$ cat src/rtl/sequencer_if.sv
// sequencer_if: control/status bundle between the sequencer and the datapath
interface sequencer_if #(
  parameter int OP_W = 3
);
  logic [OP_W-1:0] op;
  logic z_flag;
  logic mem_ready;
  logic ACC_bus;
  logic load_ACC;
  logic PC_bus;
  logic load_PC;
  logic INC_PC;
  logic load_IR;
  logic Addr_bus;
  logic load_MAR;
  logic MDR_bus;
  logic load_MDR;
  logic CS;
  logic R_NW;
  logic ALU_ACC;
  logic ALU_add;
  logic ALU_sub;
  logic halted;

  modport master (
    input  op, z_flag, mem_ready,
    output ACC_bus, load_ACC, PC_bus, load_PC, INC_PC, load_IR, Addr_bus,
           load_MAR, MDR_bus, load_MDR, CS, R_NW, ALU_ACC, ALU_add, ALU_sub, halted
  );

  modport slave (
    output op, z_flag, mem_ready,
    input  ACC_bus, load_ACC, PC_bus, load_PC, INC_PC, load_IR, Addr_bus,
           load_MAR, MDR_bus, load_MDR, CS, R_NW, ALU_ACC, ALU_add, ALU_sub, halted
  );
endinterface

$ cat src/rtl/sequencer.sv
// sequencer: fetch/decode/execute control FSM with memory-ready wait states and sticky illegal-opcode halt
module sequencer #(
  parameter int WORD_W = 8,
  parameter int OP_W   = 3
) (
  input logic clock,
  input logic reset,
  sequencer_if.master bus
);
  if (OP_W > WORD_W) begin : g_bad_width
    $error("opcode field wider than the bus word");
  end

  typedef enum logic [2:0] {FETCH_A, FETCH_D, DECODE, EXEC_RD, EXEC_WR, HALT} state_t;

  localparam logic [OP_W-1:0] OP_LOAD  = OP_W'(0);
  localparam logic [OP_W-1:0] OP_STORE = OP_W'(1);
  localparam logic [OP_W-1:0] OP_ADD   = OP_W'(2);
  localparam logic [OP_W-1:0] OP_SUB   = OP_W'(3);
  localparam logic [OP_W-1:0] OP_BNE   = OP_W'(4);

  state_t state, state_next;
  logic is_add, is_sub, is_rd, is_st, is_bne;

  assign is_add = bus.op == OP_ADD;
  assign is_sub = bus.op == OP_SUB;
  assign is_rd  = bus.op == OP_LOAD || is_add || is_sub;
  assign is_st  = bus.op == OP_STORE;
  assign is_bne = bus.op == OP_BNE;

  // state register; reset forces an immediate return to instruction fetch
  always_ff @(posedge clock or posedge reset)
    if (reset) state <= FETCH_A;
    else       state <= state_next;

  // next-state and strobe decode; every strobe idles low, R_NW idles in read
  always_comb begin
    state_next   = state;
    bus.ACC_bus  = 1'b0;
    bus.load_ACC = 1'b0;
    bus.PC_bus   = 1'b0;
    bus.load_PC  = 1'b0;
    bus.INC_PC   = 1'b0;
    bus.load_IR  = 1'b0;
    bus.Addr_bus = 1'b0;
    bus.load_MAR = 1'b0;
    bus.MDR_bus  = 1'b0;
    bus.load_MDR = 1'b0;
    bus.CS       = 1'b0;
    bus.R_NW     = 1'b1;
    bus.ALU_ACC  = 1'b0;
    bus.ALU_add  = 1'b0;
    bus.ALU_sub  = 1'b0;
    bus.halted   = 1'b0;
    case (state)
      FETCH_A: begin
        bus.PC_bus   = 1'b1;
        bus.load_MAR = 1'b1;
        bus.INC_PC   = 1'b1;
        state_next   = FETCH_D;
      end
      FETCH_D: begin
        bus.CS      = 1'b1;
        bus.MDR_bus = bus.mem_ready;
        bus.load_IR = bus.mem_ready;
        state_next  = bus.mem_ready ? DECODE : FETCH_D;
      end
      DECODE: begin
        if (is_rd || is_st) begin
          bus.Addr_bus = 1'b1;
          bus.load_MAR = 1'b1;
          state_next   = is_st ? EXEC_WR : EXEC_RD;
        end else if (is_bne) begin
          bus.Addr_bus = !bus.z_flag;
          bus.load_PC  = !bus.z_flag;
          state_next   = FETCH_A;
        end else begin
          state_next   = HALT;
        end
      end
      EXEC_RD: begin
        bus.CS       = 1'b1;
        bus.MDR_bus  = bus.mem_ready;
        bus.load_ACC = bus.mem_ready;
        bus.ALU_ACC  = bus.mem_ready && (is_add || is_sub);
        bus.ALU_add  = bus.mem_ready && is_add;
        bus.ALU_sub  = bus.mem_ready && is_sub;
        state_next   = bus.mem_ready ? FETCH_A : EXEC_RD;
      end
      EXEC_WR: begin
        bus.CS       = 1'b1;
        bus.R_NW     = 1'b0;
        bus.ACC_bus  = 1'b1;
        bus.load_MDR = 1'b1;
        state_next   = bus.mem_ready ? FETCH_A : EXEC_WR;
      end
      HALT: begin
        bus.halted = 1'b1;
      end
      default: state_next = FETCH_A;
    endcase
  end
endmodule

$ cat src/flat_wrapper.sv
// flat-port wrapper written by rule: the top's interface ports become plain ports
module sequencer_flat 
#(
  parameter int WORD_W = 8,
  parameter int OP_W   = 3
)
  (clock, reset, bus_op, bus_z_flag, bus_mem_ready, bus_ACC_bus, bus_load_ACC, bus_PC_bus, bus_load_PC, bus_INC_PC, bus_load_IR, bus_Addr_bus, bus_load_MAR, bus_MDR_bus, bus_load_MDR, bus_CS, bus_R_NW, bus_ALU_ACC, bus_ALU_add, bus_ALU_sub, bus_halted);
  sequencer_if #(.OP_W(OP_W)) bus_i ();
  input logic clock;
  input logic reset;
  input wire logic [$bits(bus_i.op)-1:0] bus_op;
  input wire logic [$bits(bus_i.z_flag)-1:0] bus_z_flag;
  input wire logic [$bits(bus_i.mem_ready)-1:0] bus_mem_ready;
  output wire logic [$bits(bus_i.ACC_bus)-1:0] bus_ACC_bus;
  output wire logic [$bits(bus_i.load_ACC)-1:0] bus_load_ACC;
  output wire logic [$bits(bus_i.PC_bus)-1:0] bus_PC_bus;
  output wire logic [$bits(bus_i.load_PC)-1:0] bus_load_PC;
  output wire logic [$bits(bus_i.INC_PC)-1:0] bus_INC_PC;
  output wire logic [$bits(bus_i.load_IR)-1:0] bus_load_IR;
  output wire logic [$bits(bus_i.Addr_bus)-1:0] bus_Addr_bus;
  output wire logic [$bits(bus_i.load_MAR)-1:0] bus_load_MAR;
  output wire logic [$bits(bus_i.MDR_bus)-1:0] bus_MDR_bus;
  output wire logic [$bits(bus_i.load_MDR)-1:0] bus_load_MDR;
  output wire logic [$bits(bus_i.CS)-1:0] bus_CS;
  output wire logic [$bits(bus_i.R_NW)-1:0] bus_R_NW;
  output wire logic [$bits(bus_i.ALU_ACC)-1:0] bus_ALU_ACC;
  output wire logic [$bits(bus_i.ALU_add)-1:0] bus_ALU_add;
  output wire logic [$bits(bus_i.ALU_sub)-1:0] bus_ALU_sub;
  output wire logic [$bits(bus_i.halted)-1:0] bus_halted;
  assign bus_i.op = bus_op;
  assign bus_i.z_flag = bus_z_flag;
  assign bus_i.mem_ready = bus_mem_ready;
  assign bus_ACC_bus = bus_i.ACC_bus;
  assign bus_load_ACC = bus_i.load_ACC;
  assign bus_PC_bus = bus_i.PC_bus;
  assign bus_load_PC = bus_i.load_PC;
  assign bus_INC_PC = bus_i.INC_PC;
  assign bus_load_IR = bus_i.load_IR;
  assign bus_Addr_bus = bus_i.Addr_bus;
  assign bus_load_MAR = bus_i.load_MAR;
  assign bus_MDR_bus = bus_i.MDR_bus;
  assign bus_load_MDR = bus_i.load_MDR;
  assign bus_CS = bus_i.CS;
  assign bus_R_NW = bus_i.R_NW;
  assign bus_ALU_ACC = bus_i.ALU_ACC;
  assign bus_ALU_add = bus_i.ALU_add;
  assign bus_ALU_sub = bus_i.ALU_sub;
  assign bus_halted = bus_i.halted;
  sequencer #(.WORD_W(WORD_W), .OP_W(OP_W)) u_core (.clock(clock), .reset(reset), .bus(bus_i));
endmodule
$ cat config.mk
export PLATFORM = sky130hd
export DESIGN_NAME = sequencer_flat
export DESIGN_NICKNAME = d
export VERILOG_FILES = /design/src/rtl/sequencer_if.sv /design/src/rtl/sequencer.sv /design/src/flat_wrapper.sv
export SDC_FILE = /design/constraint.sdc
export NUM_CORES = 1
export LEC_CHECK = 0
export CORE_AREA = 2 2 39 41
export CTS_BUF_LIST = sky130_fd_sc_hd__clkbuf_4
export DETAILED_ROUTE_END_ITERATION = 8
export DIE_AREA = 0 0 41 43
export SYNTH_ARGS = -nofsm -noshare
export SYNTH_HDL_FRONTEND = slang
export SYNTH_SLANG_ARGS = --single-unit
$ cat constraint.sdc
create_clock -name clock -period 1.5 [get_ports clock]
set_input_delay 0.3 -clock clock [delete_from_list [all_inputs] [get_ports clock]]
set_output_delay 0.3 -clock clock [all_outputs]
set_load 0.005 [all_outputs]
Word-level counts from Yosys, hierarchy flattened
Index checks and enable logic that the tools add are counted.
W data, S select, Z words.

cells by class
  eq/ne operators = 9
  muxes and demuxes = 25
  reduce and logical (&&, ||, !) cells = 12

operators with widths
  kind                  count
  $pmux W3 S6           1
  $mux W1               17
  $eq A3 B2 Y1 const B  4
  $mux W3               4
  $eq A3 B3 Y1 const B  3
  $eq A3 B1 Y1 const B  2
  $logic_not A3 Y1      2
  $logic_or A1 B1 Y1    4
  $mux W2               2
  $logic_and A1 B1 Y1   3
  $reduce_or A3 Y1      1
  $pmux W1 S2           1
  $reduce_or A2 Y1      1
  $logic_not A1 Y1      1

word-level totals
  register bits after elaboration = 3
  word-level logic and storage cells = 47

Longest topological paths before layout
  depth in word-level cells = 6
  gate-level depth with buffers = 5
  depth with buffers taken out = 4

Worst setup path before layout
Ideal clock, no wire load.

  path kind = reg-to-output
  start point = register u_core.state[2]
  end point = output bus_ALU_sub
  arrival time = 0.986 ns
  slack = 0.214 ns
  cell stages (with the launch flop) = 5
  path buffers = 1
  path through = dfrtp_1 buf_6 nand3b_4 nor3_4 and2_1

between the ends
  word-level cells in the longest chain between the ends = 2

RTL lines
  what                    RTL line            text
  start, declared         sequencer.sv:22     state_t state, state_next;
  start signal, assigned  sequencer.sv:34     else state <= state_next;
  $eq A3 B2 Y1            sequencer.sv:55     case (state)
  $mux W1                 sequencer.sv:55
  end, declared           flat_wrapper.sv:28  output wire logic [$bits(bus_i.ALU_sub)-1:0] bus_ALU_sub;

No other way between the ends.

Final worst setup path
Ends and elaborated chain as after synthesis.

==> metrics.yaml <==
run_status:
  status: "finished with violations"
  violations: "setup timing"
floorplan:
  die_h_um: 43
  num_rows: 14
  core_um2: 1380
  pin_count: 23
  die_x_um: 41
  start_util_pct: 25.6
  die_area_um2: 1760
yosys:
  synth_area_um2: 354
  synth_warnings: 0
  synth-simple-area-share_pct: 35.7
  yosys-top-cells-area: "dfrtp_1, buf_4, buf_6, nor2_1, a21oi_1"
  synthCells: 45
  synthFlopType: "dfrtp_1"
  yosysSeqAreaShare_pct: 21.2
  synth_compound_area_share_pct: 21.2
  synth_top_area_share_pct: 21.2
  yosysTopAreaCell: "dfrtp_1"
  synth_cell_types: 23
  synth_xor_area_share_pct: 2.47
  syn_nets: 52
  synthArstFlopShare_pct: 100
  synth_most_common_cell: "nor2_1"
  syn_area_per_cell_um2: 7.87
  synth_edf_count: 0
  synthTopCellsByCount: "nor2_1, inv_1, a21oi_1"
  synthAdderAreaFrac_pct: 0
  synth_top_family_by_area: "simple AND/OR/NAND/NOR gates"
  ys_ff_latch: 3
  muxShareOfSynthArea_pct: 0
critical_path:
  crit_path_start_kind: "register"
  crit_buf_inv: 2
  reg2reg_from: "u_core.state[2]"
  ff2ff_setup_slack_ns: 0.20
  cp_slowest_cell: "dfrtp_1"
  worst_setup_path_end_kind: "output pin"
  crit_chain: "nand3b_4, buf_6, nor3_4, and2_1, buf_2"
  r2r-end: "u_core.state[0]"
  crit_required_ns: 1.20
  worstPathArrival_ns: 1.31
  crit_type: "register to output pin"
  slowest_delay_ns: 0.41
  reg2regPathDepth: 5
  cp_top_family: "simple AND/OR/NAND/NOR gates"
  critPathMaxFanout: 3
placed_design:
  portBuffers: 22
  gp_congestion: 0.738
  dpl.hpwl_um: 768
  placed_area_um2: 687
routing:
  drtAntennaViolNets: 0
  drc: 0
  routed_wirelength_um: 1280
  wl_per_cell_um: 11.2
  dr.pass1.iters: 1
  drtIter0Drc: 0
  vias_per_cell: 4.42
  vias: 504
timing:
  worst_slack_ns: -0.113
  drv_slew: 0
  worst_slew_pin_slew_ns: 0.298
  slew_headroom_pct: 80.1
  timing.fmax_mhz: 620
  period_share_pct: 108
  finalSetupViolCount: 11
  fin_setup_tns_ns: -0.679
  rsz0062_at_grt: "true"
  finalClockSkew_ns: 0.00476
  fin_crit_ns: 1.61
  hold_viol_final: 0
pwr:
  power_frac_comb_pct: 14.7
  seqPwrFrac_pct: 28.7
  clkPwrFrac_pct: 56.6
  peakVddDrop_v: 0.000299
  internal-power_uw: 221
  powerDensity_nw_per_um2: 319
  switching_share_pct: 22.0
  p_switching_uw: 62.5
  leakage_nw: 0.457
clocking:
  path_clk_slew_ns: 0.04
  clkSinkCount: 3
  hold_buffers: 0
  clockBufferDepth: 2
  root_buffer: "clkbuf_4"
  htreeDepth: 1
  tritoncts: "yes"
  insertion_delay_ns: 0.24
  cts_buffers: 3
worst_hold_path:
  min_path_type: "primary input to asynchronous set/reset pin"
global_route:
  grt_pass1_wl_um: 1940
  antenna_found_initial: 0
  track_usage_pct: 16.9
  grt_max_degree: 7
  grt_use_met2_pct: 29.7
  grt.met1_usage_pct: 16.8
  grt_pass1_vias: 505
  grt-busiest-layer: "met2"
  overflow: 0
  met3_usage_pct: 4.71
cells_and_area:
  largestRegisters: "u_core.state: 3 flops"
  diodes: 0
  fill_cells: 129
  final_nets: 106
  final_cell_area_um2: 890
  area_growth_pct: 151
  drive_above_1_share_pct: 76.5
  largest_reg_flops: 3
  top_register: "u_core.state"
run:
  cap_violations: 0
## worst reg2reg max path: stages, from the launching register on
cell and delay (ns):
dfrtp_1 0.41, buf_6 0.14, buf_6 0.11, buf_4 0.13
a21o_1 0.15, a221oi_2 0.24
## what timing repair did
item / CTS / global route
buffers inserted: 10 / 4
endpoints found under the setup margin: 16 / 15
pin swaps: 11 / 6
gates cloned: 0 / 0
gates resized for setup: 94 / 14
## power groups by stage
stage                     logic (mW)  clock network [mW]  registers [mW]
after floorplan               0.0135                   0          0.0824
after global placement        0.0412                   0          0.0824
after detailed placement      0.0416                   0          0.0824
after CTS                     0.0410               0.168          0.0814
after global routing          0.0454               0.178          0.0813
final                         0.0417               0.161          0.0814
## cell families after synthesis
family / after synthesis
AOI/OAI and AO/OA: 11
xor gates and xnor gates: 1
buffers and inverters: 11
DFF: 3
and+or+nand+nor: 19
## stage by stage
| stage | hold slack, ns | power (mW) | std cells | util (%) | worst slack, ns |
|---|---|---|---|---|---|
| 2_1_floorplan | 0.0536 | 0.0959 | 45 | - | 0.214 |
| 3_3_place_gp | 0.472 | 0.124 | 96 | 49.6 | -0.568 |
| 3_5_place_dp | 0.474 | 0.124 | 96 | 49.6 | -0.577 |
| 4_1_cts | 0.226 | 0.290 | 110 | 58.9 | -0.116 |
| 5_1_grt | 0.228 | 0.305 | 114 | 64.3 | -0.196 |
| 6_report | 0.229 | 0.284 | 114 | 64.3 | -0.113 |
## how the worst max path moves through the flow
stage / startpoint / slack (ns) / to / cells past startpoint
5_1_grt: u_core.state[2] / -0.20 / bus_Addr_bus / 6
3_5_place_dp: bus_op[1] / -0.58 / bus_load_PC / 4
6_report: u_core.state[2] / -0.11 / bus_ALU_sub / 5
3_3_place_gp: bus_mem_ready / -0.57 / bus_ALU_sub / 5
4_1_cts: u_core.state[2] / -0.12 / bus_ALU_sub / 5
2_1_floorplan: u_core.state[2] / 0.21 / bus_ALU_sub / 4
## layout by cell type (no fill, tap or decap), types with 2 or more instances in the layout
cell            n
buf_6          16
buf_4          18
a21oi_1         3
nor2_2          2
and2_1          2
inv_1           2
nor3_4          2
dfrtp_2         2
dlygate4sd2_1   4
inv_2           2
buf_2          13
nor2_4          2
nor2_1          2
clkbuf_4        4
## cell type report
class / count / area (µm²) / area share, %
tap: 16 / 20.0 / 2.25
multi-input combinational: 31 / 280 / 31.5
sequential: 3 / 77.6 / 8.72
clock buffer: 4 / 30.0 / 3.38
timing repair buffer: 55 / 460 / 51.8
inverter: 5 / 21.3 / 2.39
## routing by layer
layer  up-vias  share of wire [%]  wire length (µm)
li1        255                  -                 -
met1       226                 39               498
met2        21                 55               707
met3         2                4.7                60
met4         0                1.1                14
met5         -                  0                 0
Power figures use the tool's default switching activity.
